**src/rtl/cheshire_eoc_monitor.sv**
```systemverilog
`default_nettype none
// ============================================================================
// Module   : cheshire_eoc_monitor
// Brief    : Snoops the register-bus write channel for the end-of-computation
//            write, latches the exit code and flags done / watchdog timeout.
// Revision : 1.0 - initial release
// ============================================================================

module cheshire_eoc_monitor #(
    parameter int unsigned          AddrWidth = 48,
    parameter int unsigned          DataWidth = 32,
    parameter logic [AddrWidth-1:0] EocAddr   = '0,
    parameter int unsigned          CntWidth  = 32
) (
    input  logic                   clk_i,
    input  logic                   rst_ni,
    input  logic                   arm_i,
    input  logic                   clear_i,
    input  logic [CntWidth-1:0]    timeout_cycles_i,
    input  logic                   snoop_valid_i,
    input  logic                   snoop_ready_i,
    input  logic                   snoop_write_i,
    input  logic [AddrWidth-1:0]   snoop_addr_i,
    input  logic [DataWidth-1:0]   snoop_wdata_i,
    input  logic [DataWidth/8-1:0] snoop_be_i,
    output logic                   busy_o,
    output logic                   done_o,
    output logic                   timeout_o,
    output logic [DataWidth-2:0]   exit_code_o,
    output logic [CntWidth-1:0]    cycles_o
);

    typedef enum logic [1:0] {
        S_IDLE    = 2'd0,
        S_ARMED   = 2'd1,
        S_DONE    = 2'd2,
        S_TIMEOUT = 2'd3
    } state_t;

    state_t r_state;

    logic              w_eoc;
    logic [CntWidth:0] w_cnt_inc;
    logic              w_expire;
    logic              w_sat;
    logic              w_unused_be;

    assign w_eoc = snoop_valid_i & snoop_ready_i & snoop_write_i
                 & (snoop_addr_i == EocAddr)
                 & snoop_be_i[0] & snoop_wdata_i[0];

    // One extra bit so the expiry compare stays correct once the counter saturates.
    assign w_cnt_inc   = {1'b0, cycles_o} + {{CntWidth{1'b0}}, 1'b1};
    assign w_expire    = (timeout_cycles_i != '0) && (w_cnt_inc >= {1'b0, timeout_cycles_i});
    assign w_sat       = &cycles_o;
    assign w_unused_be = ^snoop_be_i;

    always_ff @(posedge clk_i or negedge rst_ni) begin
        if (!rst_ni) begin
            r_state     <= S_IDLE;
            busy_o      <= 1'b0;
            done_o      <= 1'b0;
            timeout_o   <= 1'b0;
            exit_code_o <= '0;
            cycles_o    <= '0;
        end else if (clear_i) begin
            r_state     <= S_IDLE;
            busy_o      <= 1'b0;
            done_o      <= 1'b0;
            timeout_o   <= 1'b0;
            exit_code_o <= '0;
            cycles_o    <= '0;
        end else begin
            case (r_state)
                S_IDLE: begin
                    if (arm_i) begin
                        r_state  <= S_ARMED;
                        busy_o   <= 1'b1;
                        cycles_o <= '0;
                    end
                end
                S_ARMED: begin
                    // EOC outranks the watchdog; the counter freezes on either exit.
                    if (w_eoc) begin
                        r_state     <= S_DONE;
                        busy_o      <= 1'b0;
                        done_o      <= 1'b1;
                        exit_code_o <= snoop_wdata_i[DataWidth-1:1];
                    end else if (w_expire) begin
                        r_state   <= S_TIMEOUT;
                        busy_o    <= 1'b0;
                        timeout_o <= 1'b1;
                    end else if (!w_sat) begin
                        cycles_o <= w_cnt_inc[CntWidth-1:0];
                    end
                end
                default: begin
                end
            endcase
        end
    end

endmodule

`default_nettype wire

```
**config.mk**
```make
export PLATFORM = sky130hd
export DESIGN_NAME = cheshire_eoc_monitor
export DESIGN_NICKNAME = d
export VERILOG_FILES = /design/src/rtl/cheshire_eoc_monitor.sv
export SDC_FILE = /design/constraint.sdc
export NUM_CORES = 1
export LEC_CHECK = 0
export ABC_AREA = 1
export CELL_PAD_IN_SITES_DETAIL_PLACEMENT = 1
export CELL_PAD_IN_SITES_GLOBAL_PLACEMENT = 2
export CORE_ASPECT_RATIO = 1.2
export CORE_UTILIZATION = 25
export CTS_CLUSTER_DIAMETER = 30
export DETAILED_ROUTE_END_ITERATION = 10
export PLACE_DENSITY_LB_ADDON = 0.1
export SLEW_MARGIN = 10
export SYNTH_ARGS = -nofsm -noshare
export SYNTH_HDL_FRONTEND = slang
export SYNTH_SLANG_ARGS = --single-unit
```
**constraint.sdc**
```tcl
create_clock -name clk_i -period 5 [get_ports clk_i]
set_clock_uncertainty 0.15 [all_clocks]
set_input_delay 1 -clock clk_i [delete_from_list [all_inputs] [get_ports clk_i]]
set_output_delay 1 -clock clk_i [all_outputs]
set_load 0.01 [all_outputs]
```
# After elaboration in Yosys (flattened, before gate mapping)
# Index checks and enable logic that the tools add are counted.
[word_totals]
ff_bits = 68
output_inout_bits = 66
[op_classes]
n_bitwise = 5
eq_ne = 7
addsub = 1
reduce_logical = 13
muxes = 26
order_cmp = 1
[op_table]
columns = ["operator", "count"]
rows = [
  ["$mux W32", 5],
  ["$mux W31", 3],
  ["$pmux W32 S2", 1],
  ["$logic_not A48 Y1", 1],
  ["$add A32 B1 Y33 const B", 1],
  ["$ge A33 B32 Y1", 1],
  ["$reduce_and A32 Y1", 1],
  ["$reduce_bool A32 Y1", 1],
  ["$ne A3 B3 Y1 const B", 4],
  ["$mux W1", 11],
  ["$mux W2", 4],
  ["$reduce_and A3 Y1", 2],
  ["$reduce_bool A2 Y1", 3],
  ["$and A1 B1 Y1", 5],
  ["$reduce_and A5 Y1", 1],
  ["$ne A4 B4 Y1 const B", 1],
  ["$pmux W2 S2", 1],
  ["$reduce_bool A3 Y1", 1],
  ["$eq A2 B1 Y1 const B", 1],
  ["$logic_not A2 Y1", 1],
  ["$ne A2 B2 Y1 const B", 1],
  ["$pmux W1 S2", 1],
  ["$reduce_and A2 Y1", 1],
  ["$logic_and A1 B1 Y1", 1],
]

# Logic depth before layout (Yosys ltp)
# Gate-level depths: netlist of run 1.
[logic_depth]
ltp_word = 8
ltp_mapped = 26
mapped_depth_nobuf = 25

# Least setup slack after synthesis of run 1
# No wires, ideal clock.
[synth_path]
kind = "reg2reg"
from = "reg cycles_o[0]"
to = "reg cycles_o[4]"
stages_incl_launch_ff = 24
arrival_ns = 2.946
setup_time_ns = 0.117
setup_slack_ns = 1.787
path_cell_list = "dfrtp_1 > ha_1 > nand2_1 > nor2_2 > nand2_2 > nor2_4 > nand2_1 > inv_1 > nand3_1 > xor2_1 > inv_1 > ha_1 > nand2_1 > nor3_1 > nand2_1 > nor2_1 > nand2_1 > nand2_1 > nand2_2 > nand2_2 > nand2_4 > buf_4 > nand3_1 > nand2_1"
[synth_between]
elab_chain_len = 6
elab_cells_between_ends = 12
[synth_rtl]
columns = ["item", "line", "text"]
rows = [
  ["start, declared", "30", "output logic [CntWidth-1:0] cycles_o"],
  ["start signal, assigned", "94", "cycles_o <= w_cnt_inc[CntWidth-1:0];"],
  ["branches (longest 6 deep; another with $add A32 B1 Y33)", "--", ""],
]
# Parallel ways; which one is timed is not known. The select of a mux whose other input is x is not followed.
# A chain may end at the register's enable or synchronous reset.

# Final worst setup path of run 1
[layout_path]
from = "reg cycles_o[0]"
to = "reg cycles_o[22]"
# The elaborated chain is that of the path after synthesis.

==> impl_metrics.csv, run 1 <==
group,metric,value,unit
status,status,"finished, final reports clean",
clocking,cts.sinks,68,
worst_setup_path,rrSetupSlack,0.67,ns
detailed_routing,wl_met1,7380,um
clocking,cts_inserted_buffers,9,
worst_setup_path,cpMostUsedCell,"nand2_1",
yosys,synthCells,719,
global_routing,grt_max_degree,44,
worst_setup_path,reg2reg_depth,23,
detailed_routing,dr_wl_met3,1070,um
worst_hold_path,hp-start,"done_o",
pwr,max-vdd-ir-drop,0.000182,V
detailed_routing,highest_layer,"met4",
detailed_routing,via_per_inst,4.56,
floorplanning,initial_core_util,0.257,
clocking,clk_pin_slew,0.06,ns
timing,max_freq,231,MHz
worst_hold_path,holdPathEnd,"done_o",
timing,fin_setup_tns,0,ns
worst_hold_path,whs_path_depth,2,
layout,final_util,0.387,
layout,final_cells,1158,
timing,slew-limit-headroom,0.267,
clocking,cts_tree,"built",
pwr,powerDensity,247,nW/um^2
worst_setup_path,crit_fanout,33,
global_routing,grt_pass1_vias,5711,
placed_design,gp_congestion,0.823,
timing,finalHoldViolCount,0,
timing,min_period_over_period,0.865,
worst_setup_path,path_class,"flop to flop",
global_routing,antenna_found_initial,0,
clocking,clk-insertion-delay-late,0.33,ns
global_routing,grt.overflow.total,0,
detailed_routing,drtAntennaViolNets,0,
global_routing,grt.total_usage,0.184,
layout,layout-area-overhead-vs-synth,50.5,%
timing,grt_setup_unrepaired,"false",
detailed_routing,vias,5282,
worst_setup_path,critPathCaptureType,"flop",
floorplanning,core,19000,sq um
placed_design,portBuffers,185,
clocking,clock_path_buffers,2,
layout,drive_gt1_frac,0.0366,
yosys,syn_area_per_cell,6.80,sq um
floorplanning,die_width,130,um
worst_hold_path,hold_class,"flop to flop",
timing,final-setup-viol-count,0,
worst_setup_path,cpPeakStageDelay,0.54,ns
floorplanning,io_pins,189,
pwr,p_leak,3.72,nW
timing,drv_slew,0,
worst_setup_path,cp_cell_sequence,"ha_1 -> nand2_1 -> nor2_2 -> nand2_2 -> nor2_4 -> nand2_1 -> inv_1 -> nand3_1 -> xor2_1 -> inv_1 -> ha_1 -> nand2_1 -> nor3_1 -> nand2_1 -> nor2_1 -> nand2_1 -> nand2_1 -> nand2_2 -> nand2_2 -> nand2_4 -> nand2_8 -> nand2_1 -> nand2_1",
layout,diodes,0,
yosys,ys_types,31,
detailed_routing,drt_pass1_iterations,5,
worst_setup_path,reg2reg_from,"cycles_o[0]",
timing,min_period,4.33,ns
timing,postLayoutSetupSlackWorst,0.675,ns
timing,tightest_slew,1.10,ns
worst_setup_path,arrival,4.44,ns
clocking,root_buffer,"clkbuf_16",
yosys,yosysWarnings,0,
job,cap_violations,0,
floorplanning,dieArea,20100,sq um
detailed_routing,drc,0,
yosys,synth_nets,875,
clocking,cts_post_setup_buffers_inserted,0,
worst_setup_path,cpMaxStageDelayCell,"dfrtp_1",
yosys,syn_area,4890,sq um
worst_setup_path,cp.required,5.12,ns
placed_design,dp.cells,1142,
detailed_routing,wl_per_cell,15.4,um
yosys,yosysSeqAreaShare,0.348,
layout,nNetsFinal,1053,
worst_setup_path,worstReg2RegEnd,"cycles_o[22]",
global_routing,grt_pass1_wl,28800,um
detailed_routing,wl,17900,um
detailed_routing,wl_met2,9160,um
detailed_routing,drt_iter0_markers,90,
floorplanning,dieHeight,155,um
placed_design,dp_slack,0.522,ns
layout,fillCellCount,2369,
worst_setup_path,critical_path.startpoint_type,"flop",
yosys,ys_ff_latch,68,
timing,whs,0.328,ns
clocking,cts_max_level,3,
placed_design,place_hpwl,14000,um
floorplanning,fp-row-count,55,
-- layer usage --
layer | vias to the layer above | global-route usage
met5 | - | 0
met4 | 0 | 0.0565
met3 | 14 | 0.0475
met2 | 126 | 0.331
met1 | 2513 | 0.210
li1 | 2629 | -
-- worst max path at each step --
stage	start	to	slack, ns	cells after the start
2_1_floorplan	cycles_o[0]	cycles_o[4]	1.79	23
3_3_place_gp	cycles_o[0]	cycles_o[1]	0.62	25
3_5_place_dp	cycles_o[0]	cycles_o[6]	0.52	23
4_1_cts	cycles_o[0]	cycles_o[23]	0.47	23
5_1_grt	cycles_o[0]	cycles_o[22]	0.11	23
6_report	cycles_o[0]	cycles_o[22]	0.67	23
-- metrics by stage --
stage	power [W]	cell area (sq um)
after CTS	0.00185	7340
after detailed placement	0.00103	6970
after floorplan	0.000801	4890
after global routing	0.00191	7350
final	0.00182	7350
after global placement	0.00102	6970
-- sequential cells by signal, indices dropped and copies added, names as in the netlist --
signal       cells
r_state          2
done_o           1
timeout_o        1
cycles_o        32
exit_code_o     31
busy_o           1
-- cell usage in the layout (no fill, tap or decap), drive strengths merged --
cell	n
buf	6
nand4	19
ha	33
clkbuf	9
clkdlybuf4s50	184
nor3b	2
nor4b	1
xnor2	4
o21bai	2
nor4	12
clkinv	2
a21o	3
nor2	73
nand3	91
xor2	17
and3	1
nand2	232
nor3	10
o31ai	1
inv	108
bufinv	4
o21ai	5
dfrtp	68
and2	1
a21oi	14
-- cell type report --
type                    count  area, sq um  share of cell area
multi-input cells         521         2670               0.364
repair buffers            190         1880               0.256
flip-flops and latches     68         1700               0.231
inverters                 107          402              0.0546
well taps                 256          320              0.0436
clock buffers               9          225              0.0306
clock inverters             7          146              0.0199
-- worst max-delay path: cells and delay by family (launching register included) --
kind	cells	cell delay (ns)
AND/OR/NAND/NOR	18	2.56
buffers and inverters	2	0.21
adder cells (fa/ha/maj)	2	0.55
XOR/XNOR	1	0.22
flip-flops	1	0.54
-- cell families (layout without fill, tap and decap cells) --
group | count (synthesis) | in the layout | share of synthesized area
simple gates | 442 | 442 | 0.394
buf+inv | 130 | 313 | 0.107
flops | 68 | 68 | 0.348
fa+ha+maj | 33 | 33 | 0.0845
compound gates | 25 | 25 | 0.0287
xor+xnor | 21 | 21 | 0.0376
-- cell usage after synthesis --
library cell  number  area [sq um]
buf_6              3          33.8
clkinv_1           1          3.75
and3_1             1          6.26
o31ai_1            1          7.51
buf_2              2          10.0
nor3_1            10          50.1
nor2_4             1          11.3
nand3_2            1          10.0
xor2_1            17           149
o21ai_1            1          5.00
nor4b_1            1          8.76
inv_1            106           398
nor3b_1            2          15.0
and2_1             1          6.26
nor2_2             3          18.8
dfrtp_1           68          1700
nand2_1          227           852
nand2_4            2          22.5
nand3_1           90           450
nor4_1            12          75.1
a21o_1             3          22.5
nand4_1           19           119
xnor2_1            4          35.0
o21ai_0            4          20.0
ha_1              33           413
nor2_1            69           259
a21oi_1           14          70.1
buf_4              3          22.5
o21bai_1           2          15.0
clkbuf_1          15          56.3
nand2_2            3          18.8
-- repair_timing --
| item | in CTS | in global routing |
|---|---|---|
| endpoints found under the setup margin | 0 | 6 |
| resized for setup | 0 | 1 |
| hold buffers | 0 | 0 |
-- power by group --
| part | total (W) | leakage [nW] | internal, W | switching, W |
|---|---|---|---|---|
| registers | 0.000611 | 0.916 | 0.000584 | 0.0000270 |
| clock network | 0.000808 | 0.181 | 0.000542 | 0.000265 |
| logic | 0.000400 | 2.62 | 0.000179 | 0.000221 |
Power figures use the tool's default switching activity.
==> run 2, diff against run 1 <==
--- a/config.mk
+++ b/config.mk
@@ -9,8 +9,8 @@
 export CELL_PAD_IN_SITES_DETAIL_PLACEMENT = 1
 export CELL_PAD_IN_SITES_GLOBAL_PLACEMENT = 2
 export CORE_ASPECT_RATIO = 1.2
+export CORE_MARGIN = 2
 export CORE_UTILIZATION = 25
-export CTS_CLUSTER_DIAMETER = 30
 export DETAILED_ROUTE_END_ITERATION = 10
 export PLACE_DENSITY_LB_ADDON = 0.1
 export SLEW_MARGIN = 10
==> run 2 against run 1 <==
  * Fmax decreased by 0.62%
  * Critical path type unchanged
  * Critical path depth unchanged
  * Critical endpoint is now cycles_o[29]
  * Combinational power decreased by 1%
  * Cell area decreased by 0.66%
  * Non-clock buffer count unchanged
  * Total power decreased by 5.9%
  * First-iteration DRC count increased by 8.9%
  * Utilization decreased by 0.94 points
==> impl_metrics.csv, run 2 (synthesis gave the netlist of run 1 again) <==
group,metric,value,unit
global_routing,busiest_layer,"met2",
worst_setup_path,cp.required,5.11,ns
timing,postLayoutSetupSlackWorst,0.648,ns
placed_design,dp.cells,1147,
global_routing,grt_pass1_wl,29900,um
timing,min_period_over_period,0.870,
status,status,"finished, final reports clean",
worst_setup_path,crit_buf_inv,2,
timing,fin_setup_tns,0,ns
pwr,power.switching,0.000509,W
floorplanning,io_pins,189,
pwr,max-vdd-ir-drop,0.000137,V
detailed_routing,drt_iter0_markers,98,
pwr,p_sw_frac,0.297,
detailed_routing,via_per_inst,4.55,
global_routing,met2_usage,0.339,
layout,largest_register,"cycles_o",
global_routing,grt_max_degree,39,
pwr,p_total,0.00171,W
clocking,clk_pin_slew,0.06,ns
placed_design,dp_slack,0.587,ns
pwr,internal_power,0.00120,W
timing,min_period,4.35,ns
clocking,ctsHoldBuffers,0,
pwr,pwr-share-clk,0.412,
layout,drive_gt1_frac,0.0366,
layout,largestRegisters,"cycles_o: 32 flops, exit_code_o: 31 flops, r_state: 2 flops",
clocking,cts_inserted_buffers,9,
layout,layout-area-overhead-vs-synth,49.5,%
floorplanning,fp-row-count,56,
timing,final-setup-viol-count,0,
worst_hold_path,hold_class,"flop to flop",
global_routing,grt.overflow.total,0,
timing,finalHoldViolCount,0,
floorplanning,core,19300,sq um
clocking,clk-insertion-delay-late,0.33,ns
placed_design,portBuffers,185,
global_routing,antenna_found_initial,0,
detailed_routing,wl_per_cell,15.6,um
floorplanning,initial_core_util,0.253,
clocking,clock_path_buffers,2,
worst_setup_path,cpMaxStageDelayCell,"dfrtp_1",
timing,slew-limit-headroom,0.265,
clocking,cts_post_setup_buffers_inserted,0,
clocking,cts.sinks,68,
pwr,powerDensity,234,nW/um^2
clocking,cts_tree,"built",
clocking,root_buffer,"clkbuf_16",
detailed_routing,drt_pass1_iterations,4,
pwr,power_frac_seq,0.357,
global_routing,grt_pass1_vias,5979,
job,cap_violations,0,
clocking,post_cts_resize_count,0,
timing,grt_setup_unrepaired,"false",
worst_setup_path,arrival,4.47,ns
floorplanning,dieArea,20700,sq um
layout,final_cells,1163,
detailed_routing,drc,0,
timing,max_freq,230,MHz
layout,nNetsFinal,1053,
layout,final_util,0.378,
worst_setup_path,cp_top_family,"simple AND/OR/NAND/NOR gates",
layout,most-common-layout-cells,"227 x nand2_1, 184 x clkdlybuf4s50_1, 106 x inv_1",
global_routing,gr-usage-met1,0.201,
layout,largest_reg_flops,32,
detailed_routing,wl,18100,um
global_routing,grt_use_met3,0.0499,
timing,drv_slew,0,
placed_design,place_hpwl,14200,um
pwr,comb_power_share,0.231,
worst_setup_path,critPathCaptureType,"flop",
floorplanning,dieHeight,157,um
timing,tightest_slew,1.10,ns
worst_setup_path,cp_cell_sequence,"ha_1 -> nand2_1 -> nor2_2 -> nand2_2 -> nor2_4 -> nand2_1 -> inv_1 -> nand3_1 -> xor2_1 -> inv_1 -> ha_1 -> nand2_1 -> nor3_1 -> nand2_1 -> nor2_1 -> nand2_1 -> nand2_1 -> nand2_2 -> nand2_2 -> nand2_4 -> nand2_4 -> nand2_1 -> nand2_1",
placed_design,gp_congestion,0.791,
pwr,p_leak,3.70,nW
detailed_routing,vias,5295,
layout,diodes,0,
worst_setup_path,crit_fanout,33,
worst_setup_path,cpPeakStageDelay,0.54,ns
floorplanning,die_width,132,um
detailed_routing,drtAntennaViolNets,0,
worst_setup_path,critical_path.startpoint_type,"flop",
clocking,cts_max_level,3,
worst_setup_path,cpMostUsedCell,"nand2_1",
layout,final_common_cell,"nand2_1",
worst_setup_path,path_class,"flop to flop",
global_routing,grt.total_usage,0.181,
[run 2: cell count changes in the layout (fill, tap and decap cells not counted)]
cell       change
bufinv_16      -2
clkinv_2       +1
clkinv_4       +2
inv_6          -1
nand2_4        +1
nand2_8        -1
[run 2: routing by layer]
layer,wire [um],share of wire,up-vias
met3,1070,0.059,17
met4,266,0.015,0
met1,7390,0.41,2536
met2,9380,0.52,111
li1,-,-,2631
met5,0,0,-
[run 2: through the flow]
stage                     hold WS [ns]  area, sq um
after floorplan                  0.292         4890
after global placement           0.305         6980
after detailed placement         0.314         6980
after CTS                        0.336         7300
after global routing             0.356         7300
final                            0.327         7300
[run 2: path summary, 6_finish.rpt]
path / start / end / slack [ns] / depth (start not counted)
hold reg to reg: exit_code_o[1] / exit_code_o[1] / 0.33 / 2
max in group asynchronous: rst_ni / exit_code_o[6] / 3.09 / 2
setup reg to reg: cycles_o[0] / cycles_o[29] / 0.65 / 23
min in group asynchronous: rst_ni / cycles_o[23] / 0.58 / 1
hold / removal: exit_code_o[1] / exit_code_o[1] / 0.33 / 2
setup / recovery: cycles_o[0] / cycles_o[29] / 0.65 / 23
[run 2: area by class of cell]
type	instances	area, sq um
flip-flops and latches	68	1700
multi-input cells	521	2660
clock buffers	9	225
clock inverters	7	100
fillers	2471	12000
inverters	107	402
repair buffers	190	1880
well taps	261	327
[run 2: power groups by stage]
stage	Clock [W]	Combinational, W	Sequential (W)
2_1_floorplan	0	0.000174	0.000627
3_3_place_gp	0	0.000394	0.000619
3_5_place_dp	0	0.000402	0.000621
4_1_cts	0.000724	0.000406	0.000613
5_1_grt	0.000751	0.000445	0.000617
6_report	0.000704	0.000395	0.000611
[run 2: worst reg2reg max path: cells and delay by family (launching register included)]
kind / cells / cell delay (ns)
fa+ha+maj: 2 / 0.56
simple gates: 18 / 2.63
buf+inv: 2 / 0.20
xor+xnor: 1 / 0.19
flops: 1 / 0.54
==> run 3, diff against run 2 <==
--- a/config.mk
+++ b/config.mk
@@ -6,6 +6,7 @@
 export NUM_CORES = 1
 export LEC_CHECK = 0
 export ABC_AREA = 1
+export CAP_MARGIN = 20
 export CELL_PAD_IN_SITES_DETAIL_PLACEMENT = 1
 export CELL_PAD_IN_SITES_GLOBAL_PLACEMENT = 2
 export CORE_ASPECT_RATIO = 1.2
==> run 3 against run 2 <==
  * Wire length rose by 0.18%
  * Combinational power increased by 2%
  * Cell count rose by 0.17%
  * Count of clock-buffer cells in the layout stayed put
  * Clock power is essentially flat
  * Global-route usage did not move
  * Total power increased by 0.51%
  * Fmax shrank 0.25%
  * Hold slack gained 0.0020 ns
  * Register-to-register slack hardly changed
  * Utilization up 0.22 points
  * Setup slack worse by 0.011 ns
  * Highest routed layer unchanged
==> impl_metrics.csv, run 3 (synthesis gave the netlist of run 1 again) <==
group,metric,value,unit
pwr,p_sw_frac,0.296,
clocking,clock_path_buffers,2,
detailed_routing,drc,0,
clocking,cts_post_setup_buffers_inserted,0,
floorplanning,die_width,132,um
layout,largest_register,"cycles_o",
floorplanning,initial_core_util,0.253,
worst_hold_path,hp-start,"exit_code_o[21]",
layout,multi_input_area,2660,sq um
timing,grt_setup_unrepaired,"false",
timing,min_period_over_period,0.873,
detailed_routing,drt_iter0_markers,97,
floorplanning,io_pins,189,
placed_design,gp_congestion,0.791,
detailed_routing,drtAntennaViolNets,0,
worst_setup_path,arrival,4.48,ns
worst_setup_path,cpPeakStageDelay,0.55,ns
worst_setup_path,crit_buf_inv,2,
clocking,cts_max_level,3,
detailed_routing,wl_per_cell,15.6,um
clocking,root_buffer,"clkbuf_16",
detailed_routing,vias,5304,
worst_setup_path,cp_cell_sequence,"ha_1 -> nand2_1 -> nor2_2 -> nand2_2 -> nor2_4 -> nand2_1 -> inv_1 -> nand3_1 -> xor2_1 -> inv_1 -> ha_1 -> nand2_1 -> nor3_1 -> nand2_1 -> nor2_1 -> nand2_1 -> nand2_1 -> nand2_2 -> nand2_2 -> nand2_4 -> nand2_4 -> nand2_1 -> nand2_1",
job,cap_violations,0,
timing,fin_setup_tns,0,ns
worst_setup_path,cp_top_family,"simple AND/OR/NAND/NOR gates",
timing,max_freq,229,MHz
global_routing,grt_max_degree,39,
detailed_routing,wl,18100,um
layout,drive_gt1_frac,0.0387,
layout,final_common_cell,"nand2_1",
timing,final-setup-viol-count,0,
worst_setup_path,crit_fanout,33,
clocking,cts_inserted_buffers,9,
worst_setup_path,critPathCaptureType,"flop",
worst_hold_path,hold_class,"flop to flop",
pwr,max-vdd-ir-drop,0.000137,V
timing,whs,0.329,ns
detailed_routing,via_per_inst,4.55,
layout,largestRegisters,"cycles_o: 32 flops, exit_code_o: 31 flops, r_state: 2 flops",
global_routing,antenna_found_initial,0,
layout,diodes,0,
floorplanning,dieHeight,157,um
pwr,power.switching,0.000510,W
pwr,internal_power,0.00121,W
clocking,clk_pin_slew,0.06,ns
global_routing,grt.overflow.total,0,
status,status,"finished, final reports clean",
worst_setup_path,path_class,"flop to flop",
pwr,p_total,0.00172,W
layout,regArea,1700,sq um
layout,fillCellCount,2467,
layout,layout-area-overhead-vs-synth,50.3,%
worst_setup_path,critical_path.startpoint_type,"flop",
worst_setup_path,crit_path_start,"cycles_o[0]",
worst_setup_path,reg2reg_from,"cycles_o[0]",
timing,drv_slew,0,
clocking,ctsHoldBuffers,0,
global_routing,grt_pass1_vias,5979,
pwr,powerDensity,234,nW/um^2
layout,largest_reg_flops,32,
timing,tightest_slew,0.759,ns
floorplanning,fp-row-count,56,
timing,finalHoldViolCount,0,
clocking,cts_tree,"built",
layout,nNetsFinal,1055,
placed_design,portBuffers,185,
clocking,cts.sinks,68,
clocking,clk-insertion-delay-late,0.33,ns
global_routing,grt_pass1_wl,29900,um
timing,slew-limit-headroom,0.494,
worst_setup_path,cpMostUsedCell,"nand2_1",
placed_design,place_hpwl,14200,um
floorplanning,core,19300,sq um
worst_setup_path,cpMaxStageDelayCell,"dfrtp_1",
clocking,post_cts_resize_count,0,
pwr,comb_power_share,0.235,
global_routing,grt.total_usage,0.181,
pwr,pwr-share-clk,0.410,
layout,most-common-layout-cells,"227 x nand2_1, 184 x clkdlybuf4s50_1, 106 x inv_1",
timing,min_period,4.36,ns
pwr,power_frac_seq,0.356,
detailed_routing,drt_pass1_iterations,4,
pwr,p_leak,3.72,nW
floorplanning,dieArea,20700,sq um
worst_setup_path,cp.required,5.12,ns
[run 3: final cells by class]
class	count	share of cell area
clock inverters	7	0.0136
inverters	107	0.0547
well taps	261	0.0445
multi-input cells	521	0.363
repair buffers	192	0.262
clock buffers	9	0.0307
flip-flops and latches	68	0.232
[run 3: per-stage QoR]
stage | instance area, sq um | utilization | cells | setup slack [ns]
2_1_floorplan | 4890 | - | 719 | 1.79
3_3_place_gp | 6980 | 0.361 | 1147 | 0.629
3_5_place_dp | 6980 | 0.361 | 1147 | 0.587
4_1_cts | 7300 | 0.378 | 1163 | 0.553
5_1_grt | 7350 | 0.380 | 1165 | 0.117
6_report | 7350 | 0.380 | 1165 | 0.637
[run 3: metal layers]
| layer | track usage | up-vias | routed length, um |
|---|---|---|---|
| li1 | - | 2634 | - |
| met2 | 0.339 | 109 | 9440 |
| met3 | 0.0499 | 17 | 1090 |
| met5 | 0 | - | 0 |
| met4 | 0.0502 | 0 | 267 |
| met1 | 0.201 | 2544 | 7340 |
[run 3: power groups by stage]
| stage | sequential (W) | combinational, W | clock (W) |
|---|---|---|---|
| 2_1_floorplan | 0.000627 | 0.000174 | 0 |
| 6_report | 0.000611 | 0.000404 | 0.000704 |
| 5_1_grt | 0.000617 | 0.000456 | 0.000751 |
| 4_1_cts | 0.000613 | 0.000406 | 0.000724 |
| 3_3_place_gp | 0.000619 | 0.000394 | 0 |
| 3_5_place_dp | 0.000621 | 0.000402 | 0 |
[run 3: worst min-delay path, delay by kind of cell, from the launching register on]
| kind | cells | cell delay, ns |
|---|---|---|
| flip-flops | 1 | 0.34 |
| AND/OR/NAND/NOR | 2 | 0.10 |
[run 3: final timing paths]
kind | to | slack, ns | cells after the start
worst min-delay path | exit_code_o[21] | 0.33 | 2
min in group asynchronous | cycles_o[23] | 0.58 | 1
worst min register to register | exit_code_o[21] | 0.33 | 2
worst max-delay path | cycles_o[21] | 0.64 | 23
worst max register to register | cycles_o[21] | 0.64 | 23
max in group asynchronous | exit_code_o[6] | 3.10 | 2
